==> src/rtl/tmds_pkg.sv <==
// Shared TMDS constants, lock FSM state encoding and control-token decode.
package tmds_pkg;

    localparam int unsigned SYM_W = 10;
    localparam int unsigned BUF_W = 2 * SYM_W;
    localparam int unsigned LOC_W = 4;
    localparam int unsigned CNT_W = 8;
    localparam int unsigned N_OFF = SYM_W;

    localparam logic [SYM_W-1:0] CT0 = 10'b1101010100;
    localparam logic [SYM_W-1:0] CT1 = 10'b0010101011;
    localparam logic [SYM_W-1:0] CT2 = 10'b0101010100;
    localparam logic [SYM_W-1:0] CT3 = 10'b1010101011;

    localparam logic [LOC_W-1:0] LOC_NONE = 4'd15;

    typedef enum logic [1:0] {
        SEARCH = 2'd0,
        VERIFY = 2'd1,
        LOCKED = 2'd2
    } lock_state_t;

    typedef struct packed {
        logic       is_ctrl;
        logic [1:0] c;
    } ctrl_dec_t;

    // Map a symbol to {is_ctrl, C1C0}; non-tokens report is_ctrl = 0.
    function automatic ctrl_dec_t ctrl_decode(input logic [SYM_W-1:0] sym);
        ctrl_dec_t d;
        d.is_ctrl = 1'b1;
        d.c       = 2'b00;
        case (sym)
            CT0:     d.c = 2'b00;
            CT1:     d.c = 2'b01;
            CT2:     d.c = 2'b10;
            CT3:     d.c = 2'b11;
            default: d.is_ctrl = 1'b0;
        endcase
        return d;
    endfunction

endpackage

==> src/rtl/tmds_word_aligner_if.sv <==
// Raw-word input and aligned-symbol output bundle of one TMDS channel aligner.
interface tmds_word_aligner_if;

    logic                                  in_valid;
    logic [tmds_pkg::SYM_W-1:0]            in_word;
    logic                                  out_valid;
    logic [tmds_pkg::SYM_W-1:0]            out_word;
    logic                                  out_ctrl;
    logic [1:0]                            out_c;
    logic                                  locked;
    logic [tmds_pkg::LOC_W-1:0]            lock_off;

    modport master (
        output in_valid, in_word,
        input  out_valid, out_word, out_ctrl, out_c, locked, lock_off
    );

    modport slave (
        input  in_valid, in_word,
        output out_valid, out_word, out_ctrl, out_c, locked, lock_off
    );

endinterface

==> src/rtl/token_detector.sv <==
// Finds the lowest bit offset in the 20-bit search buffer holding a control token.
module token_detector
    import tmds_pkg::*;
(
    input  logic [BUF_W-1:0] search,
    output logic [LOC_W-1:0] loc
);

    ctrl_dec_t dec;

    // Scan high to low so the lowest matching offset is the one left standing.
    always_comb begin
        loc = LOC_NONE;
        dec = '0;
        for (int i = int'(N_OFF) - 1; i >= 0; i--) begin
            dec = ctrl_decode(search[i +: SYM_W]);
            if (dec.is_ctrl) begin
                loc = LOC_W'(i);
            end
        end
    end

endmodule

==> src/rtl/tmds_word_aligner.sv <==
// TMDS word aligner: search buffer, token-driven lock FSM, aligned symbol
// output and control-period C1/C0 decode.
module tmds_word_aligner
    import tmds_pkg::*;
#(
    parameter int unsigned LOCK_COUNT   = 8,
    parameter int unsigned UNLOCK_COUNT = 16
) (
    input  logic                clk,
    input  logic                rst_n,
    tmds_word_aligner_if.slave  bus
);

    localparam logic [CNT_W-1:0] LOCK_TGT   = CNT_W'(LOCK_COUNT);
    localparam logic [CNT_W-1:0] UNLOCK_TGT = CNT_W'(UNLOCK_COUNT);

    logic [BUF_W-1:0] sbuf, sbuf_d;
    logic             s1_v;
    lock_state_t      state, state_d;
    logic [CNT_W-1:0] cnt, cnt_d, cnt_inc;
    logic [LOC_W-1:0] cand, cand_d, off, off_d, loc;
    logic             out_valid_q, out_valid_d;
    logic [SYM_W-1:0] out_word_q, out_word_d, aligned;
    logic             out_ctrl_q, out_ctrl_d;
    logic [1:0]       out_c_q, out_c_d;
    logic             locked_q, locked_d;
    ctrl_dec_t        dec;

    token_detector u_det (
        .search (sbuf),
        .loc    (loc)
    );

    // Next-state logic for stage 1, the lock FSM and the output stage.
    always_comb begin
        sbuf_d      = sbuf;
        state_d     = state;
        cnt_d       = cnt;
        cand_d      = cand;
        off_d       = off;
        out_valid_d = 1'b0;
        out_word_d  = out_word_q;
        out_ctrl_d  = out_ctrl_q;
        out_c_d     = out_c_q;
        cnt_inc     = (cnt == '1) ? cnt : cnt + CNT_W'(1);
        aligned     = SYM_W'(sbuf >> off);
        dec         = ctrl_decode(aligned);

        if (bus.in_valid) begin
            sbuf_d = {bus.in_word, sbuf[BUF_W-1:SYM_W]};
        end

        if (s1_v) begin
            // Emission uses the pre-update state and offset.
            if (state == LOCKED) begin
                out_valid_d = 1'b1;
                out_word_d  = aligned;
                out_ctrl_d  = dec.is_ctrl;
                if (dec.is_ctrl) begin
                    out_c_d = dec.c;
                end
            end

            case (state)
                SEARCH: begin
                    if (loc != LOC_NONE) begin
                        if (LOCK_TGT == CNT_W'(1)) begin
                            state_d = LOCKED;
                            off_d   = loc;
                            cnt_d   = '0;
                        end else begin
                            state_d = VERIFY;
                            cand_d  = loc;
                            cnt_d   = CNT_W'(1);
                        end
                    end
                end
                VERIFY: begin
                    if (loc == cand) begin
                        if (cnt_inc == LOCK_TGT) begin
                            state_d = LOCKED;
                            off_d   = cand;
                            cnt_d   = '0;
                        end else begin
                            cnt_d = cnt_inc;
                        end
                    end else if (loc == LOC_NONE) begin
                        state_d = SEARCH;
                        cnt_d   = '0;
                    end else begin
                        cand_d = loc;
                        cnt_d  = CNT_W'(1);
                    end
                end
                LOCKED: begin
                    // Misses are ignored: data periods carry no tokens.
                    if (loc == off) begin
                        cnt_d = '0;
                    end else if (loc != LOC_NONE) begin
                        if (cnt_inc == UNLOCK_TGT) begin
                            state_d = SEARCH;
                            cnt_d   = '0;
                        end else begin
                            cnt_d = cnt_inc;
                        end
                    end
                end
                default: begin
                    state_d = SEARCH;
                    cnt_d   = '0;
                end
            endcase
        end

        locked_d = (state_d == LOCKED);
    end

    always_ff @(posedge clk or negedge rst_n) begin
        if (!rst_n) begin
            sbuf        <= '0;
            s1_v        <= 1'b0;
            state       <= SEARCH;
            cnt         <= '0;
            cand        <= '0;
            off         <= '0;
            out_valid_q <= 1'b0;
            out_word_q  <= '0;
            out_ctrl_q  <= 1'b0;
            out_c_q     <= 2'b00;
            locked_q    <= 1'b0;
        end else begin
            sbuf        <= sbuf_d;
            s1_v        <= bus.in_valid;
            state       <= state_d;
            cnt         <= cnt_d;
            cand        <= cand_d;
            off         <= off_d;
            out_valid_q <= out_valid_d;
            out_word_q  <= out_word_d;
            out_ctrl_q  <= out_ctrl_d;
            out_c_q     <= out_c_d;
            locked_q    <= locked_d;
        end
    end

    assign bus.out_valid = out_valid_q;
    assign bus.out_word  = out_word_q;
    assign bus.out_ctrl  = out_ctrl_q;
    assign bus.out_c     = out_c_q;
    assign bus.locked    = locked_q;
    assign bus.lock_off  = off;

endmodule

==> src/flat_wrapper.sv <==
// flat-port wrapper written by rule: the top's interface ports become plain ports
module tmds_word_aligner_flat import tmds_pkg::*;
#(
    parameter int unsigned LOCK_COUNT   = 8,
    parameter int unsigned UNLOCK_COUNT = 16
)
  (clk, rst_n, bus_in_valid, bus_in_word, bus_out_valid, bus_out_word, bus_out_ctrl, bus_out_c, bus_locked, bus_lock_off);
  tmds_word_aligner_if bus_i ();
  input  logic clk;
  input  logic rst_n;
  input wire logic [$bits(bus_i.in_valid)-1:0] bus_in_valid;
  input wire logic [$bits(bus_i.in_word)-1:0] bus_in_word;
  output wire logic [$bits(bus_i.out_valid)-1:0] bus_out_valid;
  output wire logic [$bits(bus_i.out_word)-1:0] bus_out_word;
  output wire logic [$bits(bus_i.out_ctrl)-1:0] bus_out_ctrl;
  output wire logic [$bits(bus_i.out_c)-1:0] bus_out_c;
  output wire logic [$bits(bus_i.locked)-1:0] bus_locked;
  output wire logic [$bits(bus_i.lock_off)-1:0] bus_lock_off;
  assign bus_i.in_valid = bus_in_valid;
  assign bus_i.in_word = bus_in_word;
  assign bus_out_valid = bus_i.out_valid;
  assign bus_out_word = bus_i.out_word;
  assign bus_out_ctrl = bus_i.out_ctrl;
  assign bus_out_c = bus_i.out_c;
  assign bus_locked = bus_i.locked;
  assign bus_lock_off = bus_i.lock_off;
  tmds_word_aligner #(.LOCK_COUNT(LOCK_COUNT), .UNLOCK_COUNT(UNLOCK_COUNT)) u_core (.clk(clk), .rst_n(rst_n), .bus(bus_i));
endmodule
==> config.mk <==
export PLATFORM = sky130hd
export DESIGN_NAME = tmds_word_aligner_flat
export DESIGN_NICKNAME = d
export VERILOG_FILES = /design/src/rtl/tmds_pkg.sv /design/src/rtl/tmds_word_aligner_if.sv /design/src/rtl/token_detector.sv /design/src/rtl/tmds_word_aligner.sv /design/src/flat_wrapper.sv
export SDC_FILE = /design/constraint.sdc
export NUM_CORES = 1
export LEC_CHECK = 0
export CAP_MARGIN = 0
export CELL_PAD_IN_SITES_DETAIL_PLACEMENT = 1
export CELL_PAD_IN_SITES_GLOBAL_PLACEMENT = 2
export CORE_ASPECT_RATIO = 1.5
export CORE_MARGIN = 1.5
export CORE_UTILIZATION = 34
export DETAILED_ROUTE_END_ITERATION = 12
export GPL_TIMING_DRIVEN = 0
export PLACE_DENSITY_LB_ADDON = 0.1
export RECOVER_POWER = 25
export SYNTH_ARGS = -nofsm -noshare
export SYNTH_HDL_FRONTEND = slang
export SYNTH_SLANG_ARGS = --single-unit
==> constraint.sdc <==
create_clock -name clk -period 3.5 [get_ports clk]
set_clock_uncertainty 0.05 [all_clocks]
set_input_delay 0.7 -clock clk [delete_from_list [all_inputs] [get_ports clk]]
set_output_delay 0.7 -clock clk [all_outputs]
set_load 0.005 [all_outputs]
==> summary.txt <==
Run status
  – Status: finished with violations
  – Violated checks: max-capacitance violations, max-slew violations

Synth
  – Syn Area/Cell: between 9 and 10 um2
  – Sequential fraction of the synthesis area: about a third
  – Simple-Gate Fraction of Synth Area: 19.9%
  – Ys async rst share: 100%
  – Area leader, netlist: dfrtp_1
  – Synth Net Count: about 430
  – Top-count cell post-synth: dfrtp_1
  – Synth area leaders: dfrtp_1 (34%), mux2_2 (6.9%), mux2i_1 (5.9%), mux4_2 (5.7%), nand2_1 (5.0%)
  – Netlist Area Pre-Place: ~0.0039 mm2
  – Gate Count Post-Synth: slightly above 400
  – Yosys cell types: 76
  – Ys flop type: dfrtp_1
  – Synth Area in XOR/XNOR: under 10%
  – Number of synthesized register bits: 54
  – Share of the synthesized area in the top cell type: roughly 34%
  – Post-synthesis mux area share: 20.5%
  – Synth cell count leaders: dfrtp_1 (54), nand2_1 (52), mux2_2 (24)
  – Post-synthesis compound-gate area fraction: ~17%
  – Synth warn: 0
  – Largest family of logic cells by synthesized area: multiplexers
  – Post-synth EDFFs: 0
  – Adder-Cell Fraction of Synth Area: less than 1%

Cells and area
  – Antenna diode count: 0
  – Fillers: around 1.3k
  – Fraction of layout cells with a size suffix above 1: between 20% and 30%
  – Final-stage net count: a little under 500
  – Register Area: ~0.0014 mm2
  – Post-Layout Cell Count: around 630
  – Multi-input logic area: between 0.002 and 0.003 mm2
  – Area Growth Syn to Fin: 27.8%

Timing
  – Final hold vios: 0
  – Slew Viols, Final: 29
  – Final setup margin: around 0.13 ns
  – Setup-failing EPs final: 0
  – Crit path time final: about 3.4 ns
  – Achievable clock frequency: approximately 300 MHz
  – Actual slew at the worst max-slew pin: roughly 1.5 ns
  – Headroom to the max-slew limit: -1.72%
  – Final Cycle Share: approximately 96%
  – RSZ-0062 raised after global routing: no

Clocking
  – Clock transition at the registers of the reported paths: 0.07 ns
  – CTS sink count: between 50 and 60
  – CTS tree: done
  – Post-CTS Hold Fix Bufs: 0
  – Root buffer cell: clkbuf_16
  – H-Tree Depth: 2
  – Clock buffer depth: 2
  – Inserted Clock Buffers: 5
  – Clock latency on the worst-skew pair: about 0.30 ns

Route
  – Vias per inst: 5.66
  – Via count: 3541
  – WL/cell: 20.2 um
  – Pre-antenna DRT Iters: 4
  – Post-Route WL: between 10 and 15 mm
  – Residual DRC count: 0
  – DR iter-0 viols: around 100
  – Antenna-violating nets left: 0

Floorplan
  – Die ar.: approximately 0.012 mm2
  – Starting Density: around a third
  – I/O pins: 32
  – Rows: 47
  – Area of the core: 0.0112 mm2
  – Die height: 135 um
  – Die Span X: between 90 and 100 um

Worst setup path
  – Register-to-register setup slack: ~0.13 ns
  – Crit path largest cell delay: about 0.46 ns
  – Crit path DAT: ~3.5 ns
  – Worst-path fanout max: 9
  – CP Capture Type: flop
  – CP top delay family: simple AND/OR/NAND/NOR gates
  – CP Class: reg -> reg
  – Stages on worst setup path: 11
  – Buf+Inv Stages, Crit Path: 2
  – CP required: around 3.6 ns
  – Crit path cell chain: clkbuf_4 > nand3b_1 > or4_4 > o31a_1 > nand4_1 > nor2_1 > xnor2_1 > and4_4 > a2111oi_4 > buf_4 > or3_1
  – Crit start category: flop
  – CP max-delay cell: or4_4
  – Worst Reg2Reg Path Length in Cells: 11

Hold path
  – Hold path cells: 2
  – Hold crit path type: reg -> reg

Placed design
  – DPL Wire Length: between 9 and 10 mm
  – Pre-CTS setup slack: -0.501 ns
  – Port Buffers: 31
  – # placed instances: slightly below 600
  – Final GP Congestion: roughly 0.87

Power
  – Peak supply drop: 265 uV
  – P_leak: a little under 2 nW
  – Pwr dens: ~370 mW/mm2
  – P_sw: 0.599 mW
  – P_int: about 1.3 mW
  – Switch share: about a third
  – Clk network pwr share: a little under a third
  – Flop pwr share: 40.4%
  – Combinational cell fraction of total power: between 20 and 30%

Global routing
  – Total track usage: 21.3%
  – First-pass GRT wire length: just over 20 mm
  – Initial antenna violation count: 0
  – Global route overflow: 0
  – Vias in the first global route: between 3k and 4k
  – Largest net degree at the start of global routing: 29

Run
  – MaxCap Viol Count: 1
==> layout by cell type (no fill, tap or decap), types with 4 or more instances in the layout <==
cell type,n
nor2_1,19
inv_1,18
dfrtp_2,4
clkbuf_1,18
a32oi_1,5
mux4_2,10
clkbuf_16,5
buf_2,4
mux2i_1,23
mux2_2,24
o22ai_1,4
nand3b_1,5
clkdlybuf4s50_1,29
nand2b_1,4
o21ai_0,20
xnor2_1,5
nand2_1,51
buf_6,4
a21oi_1,8
dfrtp_1,50
nand3_1,16
nor3_1,7
o211ai_1,6
nand4_1,6
buf_4,27
==> power by group through the flow <==
| stage | clock, mW | combinational, mW | sequential, mW |
|---|---|---|---|
| after floorplan | 0 | 0.316 | 0.738 |
| after global placement | 0 | 0.424 | 0.761 |
| after detailed placement | 0 | 0.437 | 0.765 |
| after CTS | 0.592 | 0.449 | 0.754 |
| after global routing | 0.617 | 0.593 | 0.763 |
| final | 0.572 | 0.541 | 0.754 |
==> worst register-to-register path, cell delays in order, from the launching register on <==
cell and delay [ns]:
dfrtp_1 0.36, clkbuf_4 0.18, nand3b_1 0.27, or4_4 0.46, o31a_1 0.36, nand4_1 0.16, nor2_1 0.12, xnor2_1 0.30
and4_4 0.32, a2111oi_4 0.10, buf_4 0.21, or3_1 0.37
==> kinds of logic after synthesis <==
family / after synthesis
AOI/OAI and AO/OA: 88
xor gates and xnor gates: 10
adders and majority gates: 1
buffers and inverters: 53
DFF: 54
muxes: 60
and+or+nand+nor: 147
==> what timing repair did <==
| item | CTS | global route |
|---|---|---|
| buffers inserted | 5 | 22 |
| pin swaps | 5 | 18 |
| endpoints found under the setup margin | 20 | 20 |
| cloned | 0 | 0 |
| resized for setup | 11 | 49 |
==> worst paths after layout <==
kind,startpoint,to
max,u_core.sbuf[7],u_core.state[0]
min,u_core.bus.out_word[5],u_core.bus.out_word[5]
max reg2reg,u_core.sbuf[7],u_core.state[0]
min reg2reg,u_core.bus.out_word[5],u_core.bus.out_word[5]
max in group asynchronous,rst_n,u_core.sbuf[16]
min in group asynchronous,rst_n,u_core.cnt[0]
==> cell type report <==
cell class / instances / share of cell area [%]
well taps: 147 / 3.66
clock buffers: 5 / 2.49
plain buffers: 32 / 3.31
clock inverters: 3 / 0.797
flip-flops and latches: 54 / 27.0
inverters: 20 / 1.49
multi-input cells: 306 / 50.7
repair buffers: 59 / 10.6
==> through the flow <==
| step | power (mW) | instance area, um2 | utilization [%] | TNS [ns] | hold WS (ns) |
|---|---|---|---|---|---|
| floorplan | 1.05 | 3930 | - | 0 | 0.354 |
| global placement | 1.18 | 4430 | 39.6 | -10.94 | 0.413 |
| detailed placement | 1.20 | 4440 | 39.8 | -4.99 | 0.427 |
| CTS | 1.79 | 4700 | 42.1 | -0.129 | 0.411 |
| global route | 1.97 | 5030 | 45.0 | 0 | 0.454 |
| finish | 1.87 | 5030 | 45.0 | 0 | 0.437 |
==> metal layers <==
metal  vias up  track usage [%]  wire length (um)  share of wire [%]
met1      1808             23.7              4930                 39
met2        51             42.1              7340                 58
met3        13             1.97               192                1.5
met5         -                0                 0                  0
met4         0             6.34               201                1.6
li1       1669                -                 -                  -
==> registers in the layout, summed over array words and instances (netlist names) <==
register / count
u_core.bus.locked: 1
u_core.bus.out_c: 2
u_core.sbuf: 20
u_core.bus.out_valid: 1
u_core.bus.out_word: 10
u_core.bus.lock_off: 4
u_core.bus.out_ctrl: 1
u_core.state: 2
u_core.cnt: 8
u_core.cand: 4
u_core.s1_v: 1
Power figures use the tool's default switching activity.
